File: config.mk
export PLATFORM = sky130hd
export DESIGN_NAME = systolic_edge_feeder
export DESIGN_NICKNAME = d
export VERILOG_FILES = /design/src/rtl/systolic_pkg.sv /design/src/rtl/skew_delay_line.sv /design/src/rtl/systolic_edge_feeder.sv
export SDC_FILE = /design/constraint.sdc
export NUM_CORES = 1
export LEC_CHECK = 0
export ABC_AREA = 1
export CELL_PAD_IN_SITES_DETAIL_PLACEMENT = 1
export CELL_PAD_IN_SITES_GLOBAL_PLACEMENT = 2
export CORE_ASPECT_RATIO = 0.5
export CORE_MARGIN = 2
export CORE_UTILIZATION = 35
export DETAILED_ROUTE_END_ITERATION = 12
export PLACE_DENSITY = 0.83
export SLEW_MARGIN = 0
export SYNTH_ARGS = -nofsm -noshare
export SYNTH_HDL_FRONTEND = slang
export SYNTH_SLANG_ARGS = --single-unit
File: constraint.sdc
create_clock -name i_clk -period 1.8 [get_ports i_clk]
set_input_delay 0.18 -clock i_clk [delete_from_list [all_inputs] [get_ports i_clk]]
set_output_delay 0.18 -clock i_clk [all_outputs]
set_load 0.01 [all_outputs]
File: src/rtl/systolic_pkg.sv
// Shared types and constants for the systolic array edge feeders.
package systolic_pkg;

  localparam int unsigned DataWDefault = 8;

  typedef enum logic [1:0] {IDLE, LOAD, DRAIN} feeder_state_t;

  // Cycles after the last operand until the far-corner PE has accumulated it:
  // empty the skew, cross the grid, one MAC register stage.
  function automatic int unsigned drain_cyc(input int unsigned n);
    return 2 * n - 1;
  endfunction

endpackage

File: src/rtl/skew_delay_line.sv
// Fixed-depth shift register used to skew one feeder lane; shifts every cycle.
module skew_delay_line
  import systolic_pkg::*;
#(
  parameter int unsigned DEPTH  = 1,
  parameter int unsigned DATA_W = DataWDefault
) (
  input  logic              i_clk,
  input  logic              i_rst_n,
  input  logic [DATA_W-1:0] i_d,
  output logic [DATA_W-1:0] o_q
);

  logic [DEPTH-1:0][DATA_W-1:0] sr_q;

  always_ff @(posedge i_clk or negedge i_rst_n) begin
    if (!i_rst_n) begin
      sr_q <= '0;
    end else begin
      sr_q[0] <= i_d;
      for (int i = 1; i < DEPTH; i++) begin
        sr_q[i] <= sr_q[i-1];
      end
    end
  end

  assign o_q = sr_q[DEPTH-1];

endmodule

File: src/rtl/systolic_edge_feeder.sv
// Edge feeder for the systolic MAC grid: takes a K-vector tile, skews lane k by k cycles,
// then flushes the array with zero bubbles and pulses o_done.
module systolic_edge_feeder
  import systolic_pkg::*;
#(
  parameter int unsigned N      = 4,
  parameter int unsigned DATA_W = DataWDefault,
  parameter int unsigned K      = 4
) (
  input  logic                i_clk,
  input  logic                i_rst_n,
  input  logic                i_start,
  input  logic                i_valid,
  input  logic [N*DATA_W-1:0] i_vec,
  output logic                o_ready,
  output logic [N*DATA_W-1:0] o_edge,
  output logic                o_busy,
  output logic                o_done
);

  localparam int unsigned DRAIN_CYC = drain_cyc(N);
  localparam int unsigned VecCntW   = $clog2(K + 1);
  localparam int unsigned DrainCntW = $clog2(DRAIN_CYC + 1);

  feeder_state_t         state_q;
  logic [VecCntW-1:0]    vec_cnt_q;
  logic [DrainCntW-1:0]  drain_cnt_q;
  logic                  busy_q;
  logic                  done_q;
  logic                  accept;
  logic [N*DATA_W-1:0]   lane_in;

  // Ready is a pure state decode so it never combinationally depends on i_valid.
  assign o_ready = (state_q == LOAD);
  assign accept  = i_valid & o_ready;
  assign o_busy  = busy_q;
  assign o_done  = done_q;

  always_ff @(posedge i_clk or negedge i_rst_n) begin
    if (!i_rst_n) begin
      state_q     <= IDLE;
      vec_cnt_q   <= '0;
      drain_cnt_q <= '0;
      busy_q      <= 1'b0;
      done_q      <= 1'b0;
    end else begin
      done_q <= 1'b0;
      unique case (state_q)
        IDLE: begin
          if (i_start) begin
            state_q   <= LOAD;
            vec_cnt_q <= '0;
            busy_q    <= 1'b1;
          end
        end
        LOAD: begin
          if (accept) begin
            vec_cnt_q <= vec_cnt_q + 1'b1;
            if (vec_cnt_q == VecCntW'(K - 1)) begin
              state_q     <= DRAIN;
              drain_cnt_q <= DrainCntW'(DRAIN_CYC - 1);
            end
          end
        end
        DRAIN: begin
          if (drain_cnt_q == '0) begin
            state_q <= IDLE;
            busy_q  <= 1'b0;
            done_q  <= 1'b1;
          end else begin
            drain_cnt_q <= drain_cnt_q - 1'b1;
          end
        end
        default: begin
          state_q <= IDLE;
        end
      endcase
    end
  end

  // Anything not accepted enters the skew as a zero bubble.
  always_comb begin
    lane_in = '0;
    if (accept) begin
      lane_in = i_vec;
    end
  end

  for (genvar k = 0; k < N; k++) begin : g_lane
    skew_delay_line #(
      .DEPTH  (k + 1),
      .DATA_W (DATA_W)
    ) u_lane (
      .i_clk   (i_clk),
      .i_rst_n (i_rst_n),
      .i_d     (lane_in[k*DATA_W +: DATA_W]),
      .o_q     (o_edge[k*DATA_W +: DATA_W])
    );
  end

endmodule

# After elaboration in Yosys (flattened, before gate mapping)
# Index checks and enable logic that the tools add are counted.
# Widths: inputs -> output; s select.
[totals]
ff_bits = 90
latch_bits = 0
mem_bits_rw = 0
romBits = 0
inputBits = 36
out_inout_bits = 35
word_cells = 53
n_memories = 0
[op_classes]
n_addsub = 2
multipliers = 0
div = 0
n_lt_le_gt_ge = 0
eq_ne = 8
shifts = 0
mux = 18
bitwise_logic = 1
reduce_logical = 9
[ops]
columns = ["cell", "n"]
rows = [
  ["$mux 32", 1],
  ["$mux 3", 5],
  ["$pmux 3 s2", 2],
  ["$mux 2", 4],
  ["$reduce_and 4->1", 2],
  ["$ne 2x2->1 const B", 3],
  ["$pmux 2 s3", 1],
  ["$reduce_and 3->1", 2],
  ["$reduce_bool 2->1", 3],
  ["$mux 1", 4],
  ["$ne 2x1->1 const B", 2],
  ["$add 3x1->3 const B", 1],
  ["$eq 3x2->1 const B", 1],
  ["$logic_not 3->1", 1],
  ["$sub 3x1->3 const B", 1],
  ["$eq 2x1->1 const B", 1],
  ["$eq 2x2->1 const B", 1],
  ["$logic_not 2->1", 1],
  ["$pmux 1 s2", 1],
  ["$and 1x1->1", 1],
]

# Depth between registers and ports, before layout
# Gate-level depths: netlist of the first run.
[logic_depth]
depth_word = 4
mapped_depth = 8
ltp_nobuf = 8

# Modules after synthesis
# A second synthesis of the first run with hierarchy kept.
[hier_totals]
hier_cells = 233
area_unflattened_um2 = 2952.8
[modules_own_cells]
columns = ["module", "n_inst", "cells_per_inst", "area_per_inst_um2", "seq_area_each_um2"]
rows = [
  ["skew_delay_line at g_lane[3].u_lane", 1, 40, 860.8, 800.8],
  ["systolic_edge_feeder", 1, 129, 770.7, 250.2],
  ["skew_delay_line at g_lane[2].u_lane", 1, 32, 660.6, 600.6],
  ["skew_delay_line at g_lane[1].u_lane", 1, 24, 460.4, 400.4],
  ["skew_delay_line at g_lane[0].u_lane", 1, 8, 200.2, 200.2],
]

# Worst setup path after synthesis of the first run
# Ideal clock, no wire load.
[synth_path]
kind = "reg-to-reg"
startpoint = "register vec_cnt_q[0]"
endpoint = "register drain_cnt_q[2]"
setup_time_ps = 117
arrival_ps = 1091
required_ps = 1683
path_slack_ps = 592
path_stages_with_launch = 9
n_path_buf = 0
synth_period_minus_slack_ps = 1208
path_cell_list = "dfrtp_1 ha_1 ha_1 nand2_1 inv_1 nand2_1 nand2_2 nand2_1 nand2_1"
[synth_via]
elab_chain_cells = 3
[synth_rtl]
columns = ["element", "line_no", "rtl"]
rows = [
  ["start, declared", "systolic_edge_feeder.sv:26", "logic [VecCntW-1:0] vec_cnt_q;"],
  ["start signal, assigned", "systolic_edge_feeder.sv:58", "vec_cnt_q <= vec_cnt_q + 1'b1;"],
  ["$eq 3x2->1", "systolic_edge_feeder.sv:59", "if (vec_cnt_q == VecCntW'(K - 1)) begin"],
  ["$ne 2x1->1 (no line)", "--", ""],
  ["$reduce_and 4->1 (no line)", "--", ""],
  ["end signal, assigned", "systolic_edge_feeder.sv:61", "drain_cnt_q <= DrainCntW'(DRAIN_CYC - 1);"],
  ["end signal, assigned", "systolic_edge_feeder.sv:71", "drain_cnt_q <= drain_cnt_q - 1'b1;"],
  ["end, declared", "systolic_edge_feeder.sv:27", "logic [DrainCntW-1:0] drain_cnt_q;"],
]
# No other way between the ends.
# A chain may end at the register's enable or synchronous reset.

# Worst setup path after layout of the first run
[layout_path]
startpoint = "register state_q[0]"
endpoint = "output port o_ready"
[layout_via]
elab_chain_cells = 1
[layout_rtl]
columns = ["element", "line_no", "rtl"]
rows = [
  ["start, declared", "systolic_edge_feeder.sv:25", "feeder_state_t state_q;"],
  ["start signal, assigned", "systolic_edge_feeder.sv:41", "state_q <= IDLE;"],
  ["start signal, assigned", "systolic_edge_feeder.sv:51", "state_q <= LOAD;"],
  ["start signal, assigned", "systolic_edge_feeder.sv:60", "state_q <= DRAIN;"],
  ["$eq 2x1->1", "systolic_edge_feeder.sv:34", "assign o_ready = (state_q == LOAD);"],
  ["end, declared", "systolic_edge_feeder.sv:15", "output logic o_ready,"],
]
# No other way between the ends.

==> results.sh, run 1 <==
export IMPL_status="complete, no violations"
export IMPL_comb_power_share_pct=20.0
export IMPL_r2r_cells=8
export IMPL_areaGrowthSynthToFinish_pct=31.5
export IMPL_clkSinkCount=90
export IMPL_ys_async_sr_fraction_pct=100
export IMPL_path_delay_family="buffers and inverters"
export IMPL_leakage_uw=0.00202
export IMPL_finalWirelength_mm=4.87
export IMPL_crit_arrival_ns=1.51
export IMPL_drc=0
export IMPL_setup_viol=0
export IMPL_yosys_top_cells_count="dfrtp_1, inv_1, nor2_2"
export IMPL_nFillCells=903
export IMPL_ant_nets=0
export IMPL_dieArea_sq_um=9570
export IMPL_firstDrtPassIters=4
export IMPL_grtUsageTotal_pct=11.9
export IMPL_post_cts_setup_buffers=0
export IMPL_yosys_area_top_type="dfrtp_1"
export IMPL_htree_levels=3
export IMPL_p_int_uw=3890
export IMPL_dpl_cell_area_sq_um=3740
export IMPL_finalClockSkew_ns=0.00509
export IMPL_rsz0062_at_grt="no"
export IMPL_cts_buffer_depth=2
export IMPL_worstSetupEndpointType="output pin"
export IMPL_regArea_sq_um=2250
export IMPL_std_cell_rows=24
export IMPL_vias=1618
export IMPL_slew_viol_final=0
export IMPL_die_x_um=136
export IMPL_regToRegEndpoint="drain_cnt_q[2]"
export IMPL_maxSlewHeadroom_pct=72.8
export IMPL_min_path_type="primary input to async pin"
export IMPL_clkPwrFrac_pct=32.0
export IMPL_yosys_top_cells_area="dfrtp_1, nor2_2, buf_4, inv_1, nand2_1"
export IMPL_via_per_inst=3.90
export IMPL_diodes=0
export IMPL_maxCapViolCount=0
export IMPL_grt_max_degree=51
export IMPL_synth_edf_count=0
export IMPL_ys_warn_count=0
export IMPL_wl_per_cell_um=11.7
export IMPL_fmax_mhz=591
export IMPL_final_util_pct=46.8
export IMPL_dieHeight_um=70.2
export IMPL_cts_tree="built"
export IMPL_syn_inst=234
export IMPL_grt_pass1_vias=1807
export IMPL_dp_hpwl_mm=3.49
export IMPL_grt_antenna_before_repair=0
export IMPL_start_util_pct=35.6
export IMPL_period_needed_ns=1.69
export IMPL_multiInputGateArea_sq_um=434
export IMPL_place_worst_setup_slack_ns=0.360
export IMPL_crit_type="flop to output pin"
export IMPL_ys_seq_elements=90
export IMPL_port_buffers=70
export IMPL_power_frac_seq_pct=48.0
export IMPL_cts_root_buffer="clkbuf_16"
export IMPL_pin_count=71
export IMPL_tns_ns=0
export IMPL_ys_seq_area_share_pct=73.5
export IMPL_layout_nets=333
export IMPL_rr_startpoint="vec_cnt_q[0]"
export IMPL_routabilityCongestion=0.808
export IMPL_required_ns=1.62
export IMPL_slowest_stage="clkdlybuf4s50_1"
export IMPL_worstSetupStartpointType="flop"
export IMPL_switching_share_pct=26.9
export IMPL_avgSynthCellArea_sq_um=13.1
export IMPL_drive_above_1_share_pct=19.5
export IMPL_clkLatencyLatePin_ns=0.33
export IMPL_regToRegSetupSlack_ns=0.42
export IMPL_grt_pass1_wl_mm=8.34
export IMPL_grt_overflow=0
export IMPL_syn_area_sq_um=3070
export IMPL_switchingPower_uw=1430
export IMPL_cp_depth=3
export IMPL_drt_iter0_drc=29
export IMPL_powerDensity_nw_per_um2=1320
export IMPL_tightest_slew_ns=0.408
export IMPL_fin_crit_sh_pct=94.0
export IMPL_critPathBufInv=2
export IMPL_synth_ff_type="dfrtp_1"
export IMPL_endpoint="o_ready"
export IMPL_ys_types=15
export IMPL_cts_clk_slew_worst_paths_ns=0.06
export IMPL_crit_path_start="state_q[0]"
export IMPL_post_route_worst_setup_slack_ns=0.108
export IMPL_netlist_area_leader_share_pct=73.5
export IMPL_crit_chain="inv_2 > nor2_8 > clkdlybuf4s50_1"
export IMPL_synth_most_common_cell="dfrtp_1"
export IMPL_cp_max_fo=4
export IMPL_slowest_delay_ns=0.56
export IMPL_hold_violations=0
export IMPL_synth_nets=274
export IMPL_final_area_sq_um=4030
export IMPL_worst_ir_drop_vdd_v=0.000563
export IMPL_cts_made_buffers=9
export IMPL_core_sq_um=8620
-- routing by layer --
metal,GRT usage [%],wire (um),vias up
li1,-,-,775
met3,5.23,272,12
met1,12.1,1840,802
met4,5.56,101,0
met5,0,0,-
met2,21.0,2660,29
-- layout by cell type (no fill, tap or decap), drive strengths merged --
master / n
buf: 5
clkbuf: 11
clkdlybuf4s50: 69
clkinv: 3
clkinvlp: 1
dfrtp: 90
dlygate4sd3: 1
ha: 4
inv: 45
nand2: 22
nand3: 9
nor2: 36
o21ai: 2
-- final cells by class --
class	instances	area share, %
Sequential cell	90	55.9
Clock buffer	11	6.02
Inverter	44	4.10
Timing Repair Buffer	75	18.6
Tap cell	117	3.63
Multi-Input combinational cell	73	10.8
Clock inverter	5	0.962
-- how the worst min path moves through the flow --
| stage | to | slack, ns | cells past startpoint |
|---|---|---|---|
| 2_1_floorplan | drain_cnt_q[0] | -0.12 | 0 |
| 3_3_place_gp | drain_cnt_q[0] | 0.04 | 1 |
| 3_5_place_dp | drain_cnt_q[0] | 0.04 | 1 |
| 4_1_cts | g_lane[0].u_lane.o_q[4] | 0.23 | 2 |
| 5_1_grt | o_done | 0.25 | 2 |
| 6_report | drain_cnt_q[0] | 0.23 | 2 |
-- logic make-up after synthesis --
family                   Yosys count  synth area share, %
AO/OA/AOI/OAI                      2                0.327
adder cells (fa/ha/maj)            4                 1.63
buffers and inverters             71                 12.4
flip-flops                        90                 73.5
AND/OR/NAND/NOR                   67                 12.2
-- power groups by stage --
stage / Combinational (uW) / Sequential, uW / Clock (uW)
global route: 1190 / 2590 / 1880
CTS: 1090 / 2560 / 1770
global placement: 1020 / 2580 / 0
floorplan: 686 / 2570 / 0
detailed placement: 1080 / 2590 / 0
finish: 1060 / 2550 / 1700
-- registers in the layout, indices dropped and copies added (netlist names) --
name                cells
o_done                  1
o_busy                  1
g_lane.u_lane.sr_q     48
g_lane.u_lane.o_q      32
drain_cnt_q             3
vec_cnt_q               3
state_q                 2
-- what timing repair did --
action,in CTS,in global routing
endpoints found under the hold margin,61,0
resized for setup,0,0
hold buffers,1,0
-- through the flow --
step	power, uW	hold WS (ns)	instances
floorplan	3260	-0.116	234
global placement	3600	0.0419	398
detailed placement	3680	0.0424	398
CTS	5420	0.229	415
global route	5660	0.254	415
finish	5320	0.234	415
-- worst register-to-register path: stages, from the launching register on --
cell     delay (ns)
dfrtp_1        0.40
ha_1           0.21
ha_1           0.18
nand2_1        0.06
inv_1          0.05
nand2_1        0.15
nand2_2        0.10
nand2_1        0.07
nand2_1        0.05
(Power assumes the default switching activity.)
==> inputs of run 2 (changes only) <==
--- a/config.mk
+++ b/config.mk
@@ -10,9 +10,9 @@
 export CELL_PAD_IN_SITES_GLOBAL_PLACEMENT = 2
 export CORE_ASPECT_RATIO = 0.5
 export CORE_MARGIN = 2
-export CORE_UTILIZATION = 35
+export CORE_UTILIZATION = 32
 export DETAILED_ROUTE_END_ITERATION = 12
-export PLACE_DENSITY = 0.83
+export PLACE_DENSITY = 0.77
 export SLEW_MARGIN = 0
 export SYNTH_ARGS = -nofsm -noshare
 export SYNTH_HDL_FRONTEND = slang
==> constraint.sdc (replaced) <==
create_clock -name i_clk -period 1.9 [get_ports i_clk]
set_input_delay 0.19 -clock i_clk [delete_from_list [all_inputs] [get_ports i_clk]]
set_output_delay 0.19 -clock i_clk [all_outputs]
set_load 0.01 [all_outputs]
==> results.sh, run 2 (synthesis gave the netlist of run 1 again) <==
export IMPL_status="complete, no violations"
export IMPL_crit_type="flop to output pin"
export IMPL_place_worst_setup_slack_ns=0.489
export IMPL_hold_violations=0
export IMPL_finalClockSkew_ns=0.00317
export IMPL_layout_nets=332
export IMPL_htree_levels=3
export IMPL_dp_hpwl_mm=3.69
export IMPL_min_path_type="primary input to async pin"
export IMPL_cts_buffer_depth=2
export IMPL_worstSetupStartpointType="flop"
export IMPL_period_needed_ns=1.68
export IMPL_start_util_pct=32.7
export IMPL_slew_viol_final=0
export IMPL_regToRegEndpoint="drain_cnt_q[1]"
export IMPL_cts_clk_slew_worst_paths_ns=0.06
export IMPL_leakage_uw=0.00204
export IMPL_diodes=0
export IMPL_cts_root_buffer="clkbuf_16"
export IMPL_fin_crit_sh_pct=88.5
export IMPL_cts_resized=0
export IMPL_drt_iter0_drc=52
export IMPL_cts_made_buffers=9
export IMPL_hold_buffers=1
export IMPL_vias=1623
export IMPL_maxSlewHeadroom_pct=71.0
export IMPL_nFillCells=987
export IMPL_regToRegSetupSlack_ns=0.49
export IMPL_rsz0062_at_grt="no"
export IMPL_worst_ir_drop_vdd_v=0.000492
export IMPL_core_sq_um=9380
export IMPL_grtUsageTotal_pct=11.3
export IMPL_tightest_slew_ns=0.434
export IMPL_areaGrowthSynthToFinish_pct=33.0
export IMPL_routabilityCongestion=0.713
export IMPL_r2r_cells=8
export IMPL_grt_antenna_before_repair=0
export IMPL_grt_max_degree=51
export IMPL_powerDensity_nw_per_um2=1300
export IMPL_dpl_cell_area_sq_um=3750
export IMPL_grt_overflow=0
export IMPL_firstDrtPassIters=2
export IMPL_worstSetupEndpointType="output pin"
export IMPL_cts_tree="built"
export IMPL_wl_per_cell_um=12.2
export IMPL_final_area_sq_um=4080
export IMPL_fmax_mhz=595
export IMPL_final_util_pct=43.5
export IMPL_port_buffers=70
export IMPL_pin_count=71
export IMPL_drive_above_1_share_pct=19.2
export IMPL_grt_pass1_wl_mm=8.60
export IMPL_final_common_cell="dfrtp_1"
export IMPL_crit_arrival_ns=1.49
export IMPL_clkLatencyLatePin_ns=0.33
export IMPL_finalWirelength_mm=5.12
export IMPL_post_route_worst_setup_slack_ns=0.218
export IMPL_drc=0
export IMPL_dieArea_sq_um=10400
export IMPL_top_register="g_lane.u_lane.sr_q"
export IMPL_largest_register_ffs=48
export IMPL_die_x_um=142
export IMPL_rr_startpoint="vec_cnt_q[0]"
export IMPL_cp_max_fo=4
export IMPL_tns_ns=0
export IMPL_setup_viol=0
export IMPL_clkSinkCount=90
export IMPL_grt_pass1_vias=1816
export IMPL_std_cell_rows=25
export IMPL_post_cts_setup_buffers=0
export IMPL_layout_common_cells="dfrtp_1, clkdlybuf4s50_1, inv_1"
export IMPL_maxCapViolCount=0
export IMPL_via_per_inst=3.88
export IMPL_dieHeight_um=73.2
export IMPL_ant_nets=0
export IMPL_required_ns=1.71
==> run 2: cell type report <==
cell class | count | area (sq um) | area share [%]
flip-flops and latches | 90 | 2250 | 55.2
repair buffers | 74 | 756 | 18.5
multi-input cells | 73 | 434 | 10.6
clock buffers | 10 | 229 | 5.62
inverters | 44 | 165 | 4.05
well taps | 121 | 151 | 3.71
clock inverters | 6 | 90.1 | 2.21
==> run 2: where the power goes <==
| group | total [uW] | switching [uW] | internal, uW |
|---|---|---|---|
| Sequential | 2430 | 144 | 2280 |
| Combinational | 1010 | 531 | 483 |
| Clock | 1850 | 698 | 1160 |
==> run 2: worst max-delay path: stages (launching register included) <==
cell,delay (ns)
dfrtp_1,0.41
inv_2,0.09
nor2_8,0.11
clkdlybuf4s50_1,0.55
==> run 2: metal layers <==
| layer | wire, um | track usage [%] | part of all wire [%] | up-vias |
|---|---|---|---|---|
| met2 | 2820 | 20.2 | 55 | 28 |
| met4 | 94 | 6.82 | 1.8 | 0 |
| met5 | 0 | 0 | 0 | - |
| li1 | - | - | - | 769 |
| met3 | 167 | 3.74 | 3.3 | 8 |
| met1 | 2040 | 12.0 | 40 | 818 |
==> run 2: worst max path at each step <==
stage / to / start / cells past startpoint
floorplan: drain_cnt_q[2] / vec_cnt_q[0] / 8
global placement: g_lane[0].u_lane.o_q[0] / i_valid / 4
detailed placement: g_lane[0].u_lane.o_q[0] / i_valid / 4
CTS: o_ready / state_q[1] / 2
global route: o_ready / state_q[1] / 2
finish: o_ready / state_q[0] / 3
==> run 2: stage by stage <==
step / std cells / total power, uW / hold WS, ns
3_5_place_dp: 401 / 3500 / 0.0919
6_report: 418 / 5300 / 0.277
5_1_grt: 418 / 5610 / 0.298
2_1_floorplan: 234 / 3080 / -0.106
3_3_place_gp: 401 / 3420 / 0.0861
4_1_cts: 418 / 5400 / 0.271
==> inputs of run 3 (changes only) <==
--- a/config.mk
+++ b/config.mk
@@ -10,8 +10,9 @@
 export CELL_PAD_IN_SITES_GLOBAL_PLACEMENT = 2
 export CORE_ASPECT_RATIO = 0.5
 export CORE_MARGIN = 2
-export CORE_UTILIZATION = 32
+export CORE_UTILIZATION = 41
 export DETAILED_ROUTE_END_ITERATION = 12
+export DONT_BUFFER_PORTS = 1
 export PLACE_DENSITY = 0.77
 export SLEW_MARGIN = 0
 export SYNTH_ARGS = -nofsm -noshare
==> results.sh, run 3 (synthesis gave the netlist of run 1 again) <==
export IMPL_grt_pass1_wl_mm=8.06
export IMPL_top_register="g_lane.u_lane.sr_q"
export IMPL_start_util_pct=42.0
export IMPL_worstSetupEndpointType="flop"
export IMPL_finalWirelength_mm=4.70
export IMPL_stdcell_count=353
export IMPL_tns_ns=0
export IMPL_pin_count=71
export IMPL_crit_arrival_ns=1.61
export IMPL_dieHeight_um=65.1
export IMPL_grt_overflow=0
export IMPL_hold_violations=90
export IMPL_via_per_inst=4.15
export IMPL_finalClockSkew_ns=0.00539
export IMPL_grt_antenna_before_repair=0
export IMPL_cts_tree="built"
export IMPL_cts_resized=0
export IMPL_regToRegSetupSlack_ns=0.50
export IMPL_power_frac_seq_pct=51.6
export IMPL_maxSlewHeadroom_pct=65.7
export IMPL_layout_common_cells="dfrtp_1, inv_1, dlygate4sd3_1"
export IMPL_drive_above_1_share_pct=21.5
export IMPL_critPathBufInv=2
export IMPL_fmax_mhz=716
export IMPL_rr_startpoint="state_q[0]"
export IMPL_clkSinkCount=90
export IMPL_std_cell_rows=22
export IMPL_drt_iter0_drc=58
export IMPL_grt_pass1_vias=1650
export IMPL_slowest_delay_ns=0.41
export IMPL_status="complete, but fails checks"
export IMPL_nFillCells=744
export IMPL_path_delay_family="simple AND/OR/NAND/NOR gates"
export IMPL_p_int_uw=3560
export IMPL_post_cts_setup_buffers=0
export IMPL_cts_made_buffers=9
export IMPL_clkPwrFrac_pct=36.2
export IMPL_r2r_cells=5
export IMPL_die_x_um=126
export IMPL_failed_checks="negative hold slack"
export IMPL_leakage_uw=0.00188
export IMPL_vias=1466
export IMPL_layout_nets=291
export IMPL_cts_root_buffer="clkbuf_16"
export IMPL_grtUsageTotal_pct=13.3
export IMPL_drc=0
export IMPL_period_needed_ns=1.40
export IMPL_slowest_stage="dfrtp_1"
export IMPL_min_path_type="primary input to async pin"
export IMPL_finalPower_uw=4830
export IMPL_comb_power_share_pct=12.2
export IMPL_ant_nets=0
export IMPL_cts_clk_slew_worst_paths_ns=0.06
export IMPL_rsz0062_at_grt="no"
export IMPL_fin_hold_ws_ns=-0.441
export IMPL_regToRegEndpoint="g_lane[2].u_lane.sr_q[2]"
export IMPL_firstDrtPassIters=2
export IMPL_dp_hpwl_mm=2.72
export IMPL_hold_buffers=32
export IMPL_grt_max_degree=91
export IMPL_switching_share_pct=26.3
export IMPL_setup_viol=0
export IMPL_worst_ir_drop_vdd_v=0.000476
export IMPL_clkLatencyLatePin_ns=0.33
export IMPL_crit_chain="inv_2 > nor2_8 > nand2_4 > buf_4 > nor2_2"
export IMPL_port_buffers=0
export IMPL_htree_levels=3
export IMPL_tightest_slew_ns=0.513
export IMPL_worstSetupStartpointType="flop"
export IMPL_required_ns=2.12
export IMPL_powerDensity_nw_per_um2=1340
export IMPL_fin_crit_sh_pct=73.5
export IMPL_wl_per_cell_um=13.3
export IMPL_dp_cells=304
export IMPL_cts_buffer_depth=2
export IMPL_crit_type="flop to flop"
export IMPL_areaGrowthSynthToFinish_pct=17.6
export IMPL_switchingPower_uw=1270
export IMPL_largest_register_ffs=48
export IMPL_cp_max_fo=32
export IMPL_maxCapViolCount=0
export IMPL_core_sq_um=7290
export IMPL_routabilityCongestion=0.656
export IMPL_final_common_cell="dfrtp_1"
export IMPL_dieArea_sq_um=8230
export IMPL_slew_viol_final=0
## run 3: changes by cell type in the layout (fill, tap and decap cells not counted), sizes merged
cell           change
buf                -3
bufinv             -1
clkdlybuf4s50     -69
clkinvlp           +1
diode              +1
dlygate4sd3       +31
## run 3: area by class of cell
| type | count | area [sq um] | share of cell area [%] |
|---|---|---|---|
| Antenna cell | 1 | 2.50 | 0.0694 |
| Tap cell | 96 | 120 | 3.33 |
| Clock buffer | 10 | 239 | 6.63 |
| Timing Repair Buffer | 33 | 328 | 9.09 |
| Multi-Input combinational cell | 73 | 434 | 12.0 |
| Clock inverter | 6 | 63.8 | 1.77 |
| Sequential cell | 90 | 2250 | 62.5 |
| Inverter | 44 | 165 | 4.58 |
## run 3: per-stage QoR
step | area [sq um] | worst slack [ns] | util (%) | hold WS [ns]
after CTS | 3600 | 0.479 | 49.4 | -0.463
after global routing | 3600 | 0.392 | 49.4 | -0.469
after global placement | 2980 | 0.531 | 40.8 | -0.104
final | 3600 | 0.504 | 49.4 | -0.441
after detailed placement | 2980 | 0.484 | 40.8 | -0.104
after floorplan | 3070 | 0.692 | - | -0.106
## run 3: power by group through the flow
stage	combinational [uW]	clock, uW	sequential (uW)
after global routing	690	1900	2540
after global placement	510	0	2520
after floorplan	650	0	2430
final	588	1750	2490
after CTS	605	1810	2500
after detailed placement	553	0	2540
## run 3: how the worst max path moves through the flow
stage | start | endpoint | slack (ns) | cells past startpoint
2_1_floorplan | vec_cnt_q[0] | drain_cnt_q[2] | 0.69 | 8
3_3_place_gp | state_q[0] | g_lane[2].u_lane.sr_q[3] | 0.53 | 5
3_5_place_dp | state_q[0] | g_lane[2].u_lane.sr_q[3] | 0.48 | 5
4_1_cts | state_q[0] | g_lane[2].u_lane.sr_q[3] | 0.48 | 5
5_1_grt | state_q[0] | g_lane[2].u_lane.sr_q[2] | 0.39 | 5
6_report | state_q[0] | g_lane[2].u_lane.sr_q[2] | 0.50 | 5
## run 3: per-layer routing
metal  share of wire (%)  GRT usage, %  vias to the layer above
met3                 3.9          4.80                        7
met1                  40          13.6                      735
met2                  55          24.5                       31
li1                    -             -                      693
met5                   0             0                        -
met4                 1.5          6.73                        0
==> variant: new RTL, settings of run 1 <==
The 3 states of `feeder_state_t` get a one-hot encoding in 3 bits.
--- a/src/rtl/systolic_pkg.sv
+++ b/src/rtl/systolic_pkg.sv
@@ -5,3 +5,3 @@
 
-  typedef enum logic [1:0] {IDLE, LOAD, DRAIN} feeder_state_t;
+  typedef enum logic [2:0] {IDLE = 3'b001, LOAD = 3'b010, DRAIN = 3'b100} feeder_state_t;
 
Formal check against the unedited RTL: no difference found for any inputs over 10 cycles, from zero or initial values and one cycle with i_rst_n low; not proved beyond that.
==> variant against run 1 <==
  * Wire length is 10% higher
  * Total power is 7.5% lower
  * Critical path depth is 1 higher
  * Sequential cell count is 1 higher
  * Worst setup slack worse by 31 ps
  * Sequential share of layout area is 0.84 points higher
  * Core utilization is 2.2 points higher
  * Non-clock buffer count is 3 higher
  * Global-route usage is 1.5 points higher
  * Count of clock-buffer cells in the layout is 1 lower
  * Synthesized area is 1.4% lower
  * First-iteration DRC count is 93% higher
  * Synthesized cell count is 4.3% higher
  * Design area is 0.28% lower
  * Critical endpoint unchanged
==> variant: results (changes against run 1) <==
| Metric | Value |
|---|---|
| Largest net degree at the start of global routing | `46 (-9.8%)` |
| Clock Tree Buf Depth | `2 (unchanged)` |
| Root buffer cell | `clkbuf_16` |
| Sequential-to-total area share from yosys stat | `0.754 (+0.0190)` |
| Main synth FF type | `dfrtp_1` |
| CTS Buf Count | `9 (unchanged)` |
| FF-to-FF End | `drain_cnt_q[0]$_DFFE_PN0P_` |
| Status | `complete, no violations` |
| Hpwl dp | `3980 um (+14%)` |
| Async SR Flop Fraction | `1.00 (unchanged)` |
| Synth area leaders | `dfrtp_1 75%, buf_4 6.0%, inv_1 5.2%, nor2_1 4.8%, nand2_1 3.0%` |
| Largest register FFs | `48 (unchanged)` |
| Vias post-DR | `1717 (+6.1%)` |
| Peak VDD IR | `0.485 mV (-14%)` |
| GRT Total Usage | `0.134 (+0.0152)` |
| Worst slew pin tran | `592 ps (+184 ps)` |
| Number of I/O port buffers | `70 (unchanged)` |
| Tightest Hold Check Type | `flop to flop` |
| Netlist cell types | `17 (+2)` |
| Critical Path Sink | `o_ready` |
| Worst-Skew Late Latency | `330 ps (about the same)` |
| Synth top cells by count | `90 x dfrtp_1, 42 x inv_1, 39 x nor2_1` |
| Filler cell count in the final layout | `849 (-6.0%)` |
| Sw Ratio | `0.269 (about the same)` |
| FF-to-FF Start | `drain_cnt_q[0]$_DFFE_PN0P_` |
| Worst Reg2Reg Path Length in Cells | `8 (unchanged)` |
| DR pass1 iterations | `4 (unchanged)` |
| Wire length per cell | `12.7 um (+8.2%)` |
| Placer Congestion | `0.727 (-10%)` |
| Lkg Pwr | `0.00213 uW (+5.4%)` |
| Fraction of layout cells with a size suffix above 1 | `0.103 (-0.0917)` |
| Max incr delay on CP | `540 ps (-20 ps)` |
| Delay-heaviest family, CP | `buffers and inverters` |
| Routed wire length | `5370 um (+10%)` |
| Syn nets | `284 (+3.6%)` |
| Number of global-route vias before repair | `1984 (+9.8%)` |
| Diode count | `0 (unchanged)` |
| Placed cells | `405 (+1.8%)` |
| Critical Path AT | `1540 ps (+30 ps)` |
| Ys Warns | `0 (unchanged)` |
| CTS H-tree lvls | `3 (unchanged)` |
| Synthesized instance count | `244 (+4.3%)` |
| Final Skew | `6.15 ps (+1.06 ps)` |
| Largest reg by FF count | `g_lane.u_lane.sr_q` |
| CP max FO | `5 (+1)` |
| Critical Path Source | `state_q[0]$_DFFE_PN1P_` |
| DRT iter0 DRCs | `56 (+93%)` |
| Clk pin slew, worst setup/hold paths | `approximately 70 ps` |
| First-pass GRT wire length | `9490 um (+14%)` |
| R2R Setup Slk | `370 ps (-50 ps)` |
| Slowest CP cell | `dfstp_2` |
| Antenna violations before repair | `0 (unchanged)` |
| Startpoint class of the critical path | `flop` |
| # nets final | `346 (+3.9%)` |
[variant: worst min path at each step]
stage | end | from | slack [ps] | cells after the start
2_1_floorplan | drain_cnt_q[0]$_DFFE_PN0P_ | i_rst_n | -120 | 0
3_3_place_gp | g_lane[0].u_lane.o_q[4]$_DFF_PN0_ | i_rst_n | 210 | 1
3_5_place_dp | g_lane[0].u_lane.o_q[5]$_DFF_PN0_ | i_rst_n | 230 | 1
4_1_cts | g_lane[3].u_lane.sr_q[20]$_DFF_PN0_ | g_lane[3].u_lane.sr_q[12]$_DFF_PN0_ | 350 | 0
5_1_grt | g_lane[3].u_lane.o_q[6]$_DFF_PN0_ | g_lane[3].u_lane.sr_q[22]$_DFF_PN0_ | 350 | 0
6_report | g_lane[3].u_lane.sr_q[20]$_DFF_PN0_ | g_lane[3].u_lane.sr_q[12]$_DFF_PN0_ | 340 | 0
[variant: area by class of cell]
class	instances	area (um^2)	area share
sequential	91	2280	0.567
clock inverter	6	47.5	0.0118
tap	112	140	0.0349
clock buffer	10	229	0.0570
multi-input combinational	82	384	0.0956
inverter	44	165	0.0411
timing repair buffer	78	773	0.192
[variant: kinds of logic after synthesis]
logic type                 Yosys count  synth area share
AOI/OAI and AO/OA                    2           0.00331
xor gates and xnor gates             1           0.00290
adders and majority gates            4            0.0166
buffers and inverters               71             0.119
DFF                                 91             0.754
and+or+nand+nor                     75             0.104
[variant: metal layers]
layer / wire length (um) / vias up / global-route usage
met5: 0 / - / 0
met3: 231 / 10 / 0.0497
met2: 3020 / 29 / 0.240
met4: 113 / 0 / 0.0532
met1: 2000 / 866 / 0.144
li1: - / 812 / -
[variant: timing repair]
item,CTS,global route
endpoints found under the setup margin,1,1
hold endpoints to repair,41,0
hold buffers,1,0
setup buffers,1,0
resized for setup,0,2
[variant: power groups by stage]
stage	Combinational, uW	Sequential (uW)	Clock, uW
finish	821	2390	1710
detailed placement	813	2440	0
floorplan	469	2410	0
global route	937	2410	1860
CTS	841	2390	1770
global placement	757	2410	0
[variant: per-stage QoR]
stage	setup slack [ps]	util	instance area (um^2)	hold WS [ps]
floorplan	637	-	3020	-116
global placement	391	0.454	3720	211
detailed placement	359	0.454	3720	234
CTS	11.1	0.490	4020	347
global route	11.1	0.490	4020	349
finish	76.4	0.490	4020	341
